## config.mk

```make
export PLATFORM = sky130hd
export DESIGN_NAME = ace_req_arbiter_flat
export DESIGN_NICKNAME = d
export VERILOG_FILES = /design/src/rtl/ace_req_if.sv /design/src/rtl/ace_req_arbiter.sv /design/src/flat_wrapper.sv
export SDC_FILE = /design/constraint.sdc
export NUM_CORES = 1
export LEC_CHECK = 0
export ABC_AREA = 1
export BUFFER_PORTS_ARGS = -buffer_cell sky130_fd_sc_hd__buf_2
export CORE_MARGIN = 5
export CORE_UTILIZATION = 54
export CTS_CLUSTER_DIAMETER = 40
export DETAILED_ROUTE_END_ITERATION = 6
export HOLD_SLACK_MARGIN = 0.15
export PLACE_DENSITY = 0.89
export SKIP_LAST_GASP = 1
export SYNTH_ARGS = -nofsm -noshare
export SYNTH_HDL_FRONTEND = slang
export SYNTH_SLANG_ARGS = --single-unit
```

## constraint.sdc

```tcl
create_clock -name clk -period 2.2 [get_ports clk]
set_input_delay 0.22 -clock clk [delete_from_list [all_inputs] [get_ports clk]]
set_output_delay 0.22 -clock clk [all_outputs]
set_load 0.1 [all_outputs]
```

## src/rtl/ace_req_if.sv

```systemverilog
// ace_req_if: requester, command and status signals between the ACE request arbiter and its environment.
interface ace_req_if;
    logic       req0_valid, req1_valid;
    logic [1:0] req0_op, req1_op;
    logic       req0_ready, req1_ready;
    logic       req0_done, req1_done;
    logic       req0_err, req1_err;
    logic       read_req, write_req, invalid_req;
    logic       ace_ready;
    logic       busy, grant_id;

    modport slave (
        input  req0_valid, req1_valid, req0_op, req1_op, ace_ready,
        output req0_ready, req1_ready, req0_done, req1_done, req0_err, req1_err,
               read_req, write_req, invalid_req, busy, grant_id
    );

    modport master (
        output req0_valid, req1_valid, req0_op, req1_op, ace_ready,
        input  req0_ready, req1_ready, req0_done, req1_done, req0_err, req1_err,
               read_req, write_req, invalid_req, busy, grant_id
    );
endinterface

```

## src/rtl/ace_req_arbiter.sv

```systemverilog
// ace_req_arbiter: round-robin arbiter issuing one ACE command at a time from two requesters,
// with a bounded wait for controller completion.
module ace_req_arbiter #(
    parameter int TIMEOUT_CYCLES = 255
) (
    input logic        clk,
    input logic        rst,
    ace_req_if.slave   bus
);
    typedef enum logic [1:0] {IDLE, ISSUE, WAIT, DONE} state_t;

    state_t     state;
    logic [1:0] op;
    logic [7:0] timer;
    logic       last, gnt, take, expire;
    logic [1:0] gop;

    always_comb begin
        gnt    = (bus.req0_valid && bus.req1_valid) ? !last : bus.req1_valid;
        take   = !rst && state == IDLE && (bus.req0_valid || bus.req1_valid);
        gop    = gnt ? bus.req1_op : bus.req0_op;
        expire = (timer + 8'd1) == 8'(TIMEOUT_CYCLES);
    end

    assign bus.req0_ready  = take && !gnt;
    assign bus.req1_ready  = take && gnt;
    // Command pulses decode the latched op only while in ISSUE, so at most one is ever high.
    assign bus.read_req    = state == ISSUE && op == 2'b00;
    assign bus.write_req   = state == ISSUE && op == 2'b01;
    assign bus.invalid_req = state == ISSUE && op == 2'b10;

    always_ff @(posedge clk or posedge rst) begin
        if (rst) begin
            state         <= IDLE;
            op            <= 2'b00;
            timer         <= 8'd0;
            last          <= 1'b1;
            bus.grant_id  <= 1'b0;
            bus.busy      <= 1'b0;
            bus.req0_done <= 1'b0;
            bus.req1_done <= 1'b0;
            bus.req0_err  <= 1'b0;
            bus.req1_err  <= 1'b0;
        end else begin
            bus.req0_done <= 1'b0;
            bus.req1_done <= 1'b0;
            bus.req0_err  <= 1'b0;
            bus.req1_err  <= 1'b0;
            case (state)
                IDLE: if (take) begin
                    op           <= gop;
                    bus.grant_id <= gnt;
                    bus.busy     <= 1'b1;
                    if (gop == 2'b11) begin
                        state         <= DONE;
                        bus.req0_done <= !gnt;
                        bus.req1_done <= gnt;
                        bus.req0_err  <= !gnt;
                        bus.req1_err  <= gnt;
                    end else begin
                        state <= ISSUE;
                    end
                end
                ISSUE: begin
                    timer <= 8'd0;
                    state <= WAIT;
                end
                // Completion takes priority over a timeout landing in the same cycle.
                WAIT: if (bus.ace_ready || expire) begin
                    state         <= DONE;
                    bus.req0_done <= !bus.grant_id;
                    bus.req1_done <= bus.grant_id;
                    bus.req0_err  <= !bus.ace_ready && !bus.grant_id;
                    bus.req1_err  <= !bus.ace_ready && bus.grant_id;
                end else begin
                    timer <= timer + 8'd1;
                end
                DONE: begin
                    last     <= bus.grant_id;
                    bus.busy <= 1'b0;
                    state    <= IDLE;
                end
                default: state <= IDLE;
            endcase
        end
    end
endmodule

```

## src/flat_wrapper.sv

```systemverilog
// flat-port wrapper written by rule: the top's interface ports become plain ports
module ace_req_arbiter_flat 
#(
    parameter int TIMEOUT_CYCLES = 255
)
  (clk, rst, bus_req0_valid, bus_req1_valid, bus_req0_op, bus_req1_op, bus_ace_ready, bus_req0_ready, bus_req1_ready, bus_req0_done, bus_req1_done, bus_req0_err, bus_req1_err, bus_read_req, bus_write_req, bus_invalid_req, bus_busy, bus_grant_id);
  ace_req_if bus_i ();
  input logic clk;
  input logic rst;
  input wire logic [$bits(bus_i.req0_valid)-1:0] bus_req0_valid;
  input wire logic [$bits(bus_i.req1_valid)-1:0] bus_req1_valid;
  input wire logic [$bits(bus_i.req0_op)-1:0] bus_req0_op;
  input wire logic [$bits(bus_i.req1_op)-1:0] bus_req1_op;
  input wire logic [$bits(bus_i.ace_ready)-1:0] bus_ace_ready;
  output wire logic [$bits(bus_i.req0_ready)-1:0] bus_req0_ready;
  output wire logic [$bits(bus_i.req1_ready)-1:0] bus_req1_ready;
  output wire logic [$bits(bus_i.req0_done)-1:0] bus_req0_done;
  output wire logic [$bits(bus_i.req1_done)-1:0] bus_req1_done;
  output wire logic [$bits(bus_i.req0_err)-1:0] bus_req0_err;
  output wire logic [$bits(bus_i.req1_err)-1:0] bus_req1_err;
  output wire logic [$bits(bus_i.read_req)-1:0] bus_read_req;
  output wire logic [$bits(bus_i.write_req)-1:0] bus_write_req;
  output wire logic [$bits(bus_i.invalid_req)-1:0] bus_invalid_req;
  output wire logic [$bits(bus_i.busy)-1:0] bus_busy;
  output wire logic [$bits(bus_i.grant_id)-1:0] bus_grant_id;
  assign bus_i.req0_valid = bus_req0_valid;
  assign bus_i.req1_valid = bus_req1_valid;
  assign bus_i.req0_op = bus_req0_op;
  assign bus_i.req1_op = bus_req1_op;
  assign bus_i.ace_ready = bus_ace_ready;
  assign bus_req0_ready = bus_i.req0_ready;
  assign bus_req1_ready = bus_i.req1_ready;
  assign bus_req0_done = bus_i.req0_done;
  assign bus_req1_done = bus_i.req1_done;
  assign bus_req0_err = bus_i.req0_err;
  assign bus_req1_err = bus_i.req1_err;
  assign bus_read_req = bus_i.read_req;
  assign bus_write_req = bus_i.write_req;
  assign bus_invalid_req = bus_i.invalid_req;
  assign bus_busy = bus_i.busy;
  assign bus_grant_id = bus_i.grant_id;
  ace_req_arbiter #(.TIMEOUT_CYCLES(TIMEOUT_CYCLES)) u_core (.clk(clk), .rst(rst), .bus(bus_i));
endmodule
```

After elaboration in Yosys (flattened, before gate mapping)
Cells that the tools add are included.
{"block": "word_totals", "input_bits": 9, "register_bits": 19, "out_inout_bits": 11}
{"block": "classes", "eq_ne": 10, "muxes": 22, "n_reduce_logical": 25, "n_addsub": 1}
{"operator": "$pmux W8 S2", "count": 1}
{"operator": "$logic_and A1 B1 Y1", "count": 10}
{"operator": "$mux W1", "count": 10}
{"operator": "$pmux W1 S2", "count": 5}
{"operator": "$add A8 B1 Y8 const B", "count": 1}
{"operator": "$eq A2 B2 Y1 const B", "count": 4}
{"operator": "$eq A8 B8 Y1 const B", "count": 1}
{"operator": "$mux W2", "count": 4}
{"operator": "$mux W8", "count": 1}
{"operator": "$pmux W2 S4", "count": 1}
{"operator": "$reduce_and A2 Y1", "count": 4}
{"operator": "$logic_not A1 Y1", "count": 5}
{"operator": "$eq A2 B1 Y1 const B", "count": 2}
{"operator": "$logic_not A2 Y1", "count": 2}
{"operator": "$ne A2 B1 Y1 const B", "count": 2}
{"operator": "$reduce_bool A2 Y1", "count": 2}
{"operator": "$logic_or A1 B1 Y1", "count": 2}
{"operator": "$ne A2 B2 Y1 const B", "count": 1}

Depth between registers and ports, before layout
{"block": "logic_depth", "word_depth": 7, "ltp_mapped": 12, "mapped_depth_nobuf": 12}

Least setup slack after synthesis
Ideal clock, no wire load.
{"block": "synth_path", "kind": "flip-flop to output port", "start": "register u_core.state[1]", "end": "output bus_invalid_req", "t_arrival_ns": 2.728, "stages_incl_launch_ff": 5, "slack_ns": -0.748, "path_cell_list": "dfrtp_1 -> inv_1 -> ha_1 -> inv_1 -> nor3_1"}
{"block": "synth_between", "elab_chain_len": 2}
{"element": "start, declared", "line": "ace_req_arbiter.sv:12", "rtl": "state_t state;"}
{"element": "start signal, assigned", "line": "ace_req_arbiter.sv:34", "rtl": "state <= IDLE;"}
{"element": "start signal, assigned", "line": "ace_req_arbiter.sv:55", "rtl": "state <= DONE;"}
{"element": "start signal, assigned", "line": "ace_req_arbiter.sv:61", "rtl": "state <= ISSUE;"}
{"element": "$eq A2 B1 Y1", "line": "ace_req_arbiter.sv:30", "rtl": "assign bus.invalid_req = state == ISSUE && op == 2'b10;"}
{"element": "$logic_and A1 B1 Y1", "line": "ace_req_arbiter.sv:30"}
{"element": "end, declared", "line": "flat_wrapper.sv:23", "rtl": "output wire logic [$bits(bus_i.invalid_req)-1:0] bus_invalid_req;"}
Every way passes these cells.

Worst setup path in the final report
{"block": "layout_path", "start": "register u_core.state[0]", "end": "output bus_req0_ready"}
{"block": "layout_between", "elab_chain_len": 4}
{"element": "$logic_not A2 Y1", "line": "ace_req_arbiter.sv:20", "rtl": "take = !rst && state == IDLE && (bus.req0_valid || bus.req1_valid);"}
{"element": "$logic_and A1 B1 Y1 (2 in series)", "line": "ace_req_arbiter.sv:20"}
{"element": "$logic_and A1 B1 Y1", "line": "ace_req_arbiter.sv:25", "rtl": "assign bus.req0_ready = take && !gnt;"}
{"element": "end, declared", "line": "flat_wrapper.sv:15", "rtl": "output wire logic [$bits(bus_i.req0_ready)-1:0] bus_req0_ready;"}
Every way passes these cells.

==> impl_metrics.ini <==
[die]
die_x_microns = 55.74
start_util_pct = 57.01
design.portCount = 20
rows = 16
dieArea_sq_um = 3107
core_area_sq_um = 1982
die_y_microns = 55.74

[cts]
cts.sinks = 19
cts_tree = yes
cts_max_level = 1
clk_pin_slew_ns = 0.10
cts_buffer_depth = 2
cts-root-buf = clkbuf_4
cts_inserted_buffers = 3
clkLatencyLatePin_ns = 0.28
cts_resized = 0

[layout]
stdcell_count = 200
design_area_sq_um = 1335
drive_gt1_share_pct = 21.97
antenna_cells = 0
area_delta_synth_final_pct = 18.16
nets = 189

[timing]
slew_violations = 0
period_minus_slack_ns = 1.932
tightest_slew_ns = 0.4908
maxSlewHeadroom_pct = 67.51
hold_viol = 0
setup_viol = 0
rsz0062_at_grt = no
fin_crit_sh_pct = 87.83
max_freq_mhz = 517.6
fin_skew_ns = 0.003929

[route]
num_vias = 1035
viasPerCell = 5.175
drc = 0
wl_per_cell_microns = 12.55
drtIter0Drc = 20
dr.pass1.iters = 4
detail_route.wirelength_microns = 2510
drtAntennaViolNets = 0

[synthesis]
ys_seq_area_share_pct = 42.19
synth_cells = 149
syn_area_per_cell_sq_um = 7.583
synth_edf_count = 0
yosys.area.top_type = dfrtp_1
syn_area_sq_um = 1130
synth.top_cells.by_count = nand2_1, nand3_1, dfrtp_1, inv_1
ys_async_sr_fraction_pct = 100.0
synthTopCellsByArea = dfrtp_1, nand2_1, nand3_1
ys_warn_count = 0
synth.most_common_cell = nand2_1
ys_types = 20
synthesis.nets = 164
ys_ff_latch = 19
synth_ff_type = dfrtp_1
yosys.area.top_type_share_pct = 39.87

[placement]
port_buffers = 19
globalplace.congestion = 0.7831
place_area_sq_um = 1299
place_hpwl_microns = 1987
place_inst = 195

[critical_path]
critPathSlowestCell = dfrtp_1
worstSetupPathType = flop to output port
required_ns = 1.98
r2r_end = u_core.state[1]
crit_chain = inv_1, ha_1, o211ai_1, nor2_2, buf_12
r2r_cells = 10
crit_path_start_kind = flop
r2r_start = u_core.timer[0]
path_buf_inv = 2
cp_top_family = flip-flops
cp_slowest_stage_delay_ns = 0.43
reg2reg_setup_slack_ns = 0.37
cp_max_fo = 5
end_kind = output port
arrival_ns = 1.71

[power_and_ir_drop]
p_int_mw = 0.7149
seq_power_share_pct = 33.0
pwr-share-clk_pct = 10.8
p_sw_share_pct = 54.86
power.switching_mw = 0.8687
pwr-share-comb_pct = 56.2
leakage_nw = 0.7338
powerDensity_nw_per_um2 = 1186
peakVddDrop_v = 0.001102

[grt]
grt_pass1_vias = 1042
overflow = 0
grt_pass1_wl_microns = 4229
grt_max_degree = 20
grt_usage_pct = 16.54
antenna_found_initial = 0

[status]
outcome = complete, no violations

[flow_run]
drv_cap = 0

[hold_path]
hold_path_depth = 4
worst_hold_startpoint = bus_ace_ready
min_to = u_core.bus.req1_err
hold_path_class = input port to flop
-- registers in the layout, summed over array words and instances (netlist names) --
signal / count
u_core.timer: 8
u_core.op: 2
u_core.state: 2
u_core.bus.busy: 1
u_core.bus.grant_id: 1
u_core.bus.req0_done: 1
u_core.bus.req0_err: 1
u_core.bus.req1_done: 1
u_core.bus.req1_err: 1
u_core.last: 1
-- cell families after synthesis --
logic type | share of synthesized area, %
AND/OR/NAND/NOR | 38.87
flip-flops | 42.19
adder cells (fa/ha/maj) | 6.644
AO/OA/AOI/OAI | 4.208
XOR/XNOR | 0.7753
buffers and inverters | 7.308
-- how the worst max path moves through the flow --
stage	startpoint	slack [ns]	end	cells after the start
floorplan	u_core.state[1]	-0.73	bus_read_req	4
global placement	u_core.timer[0]	0.57	u_core.state[0]	10
detailed placement	u_core.timer[0]	0.39	u_core.state[1]	10
CTS	u_core.state[0]	0.26	bus_req0_ready	5
global route	u_core.state[1]	0.16	bus_write_req	5
finish	u_core.state[0]	0.27	bus_req0_ready	5
-- metrics by stage --
stage / hold slack (ns) / worst slack, ns / power, mW / utilization, % / setup TNS (ns)
2_1_floorplan: 0.1788 / -0.7263 / 1.233 / - / -1.453
3_3_place_gp: 0.3032 / 0.5653 / 1.376 / 65.53 / 0
3_5_place_dp: 0.2995 / 0.3904 / 1.417 / 65.53 / 0
4_1_cts: 0.2288 / 0.2599 / 1.594 / 67.36 / 0
5_1_grt: 0.2733 / 0.1597 / 1.695 / 67.36 / 0
6_report: 0.2282 / 0.2678 / 1.584 / 67.36 / 0
-- power groups by stage --
stage          Sequential [mW]  Combinational (mW)  Clock (mW)
5_1_grt                  0.534               0.973       0.187
3_3_place_gp             0.519               0.857           0
4_1_cts                  0.521               0.895       0.178
6_report                 0.523               0.890       0.170
3_5_place_dp             0.526               0.891           0
2_1_floorplan            0.719               0.514           0
-- timing repair --
action / 4_1_cts / 5_1_grt
hold endpoints to repair: 18 / 0
buffers inserted: 0 / 0
endpoints found under the setup margin: 0 / 0
hold buffers: 1 / 0
-- area by class of cell --
type	instances	area, sq um
fill	150	646.9
multi-input combinational	110	580.6
sequential	19	476.7
timing repair buffer	22	150.1
inverter	18	67.56
tap	27	33.78
clock buffer	4	26.28
-- worst register-to-register path, cell delays in order (launching register included) --
cell and delay [ns]:
dfrtp_1 0.44, ha_1 0.25, nand3_1 0.14, o21bai_1 0.20, nand2_1 0.08, nor2_2 0.15, nand2_4 0.12, nand2_4 0.14
nand2_1 0.09, nand2_1 0.07, nand2_1 0.05
-- routing by layer --
metal / global-route usage (%) / vias up / share of wire, % / wire length, microns
met4: 7.986 / 0 / 2.7 / 69
met2: 28.89 / 27 / 52 / 1297
met3: 2.784 / 10 / 3.7 / 94
li1: - / 527 / - / -
met1: 19.42 / 471 / 42 / 1049
met5: 0 / - / 0 / 0
-- placed cells by master, fill, tap and decap left out, types with 3 or more instances in the layout --
| master | instances |
|---|---|
| inv_1 | 18 |
| nor2_1 | 4 |
| nand3_1 | 22 |
| nand2_1 | 48 |
| clkbuf_4 | 3 |
| nor2_2 | 7 |
| dfrtp_1 | 18 |
| nand2_2 | 3 |
| ha_1 | 6 |
| buf_2 | 17 |
| nand4_1 | 5 |
| a21oi_1 | 3 |
No activity file was read; power rests on OpenSTA's default activity.
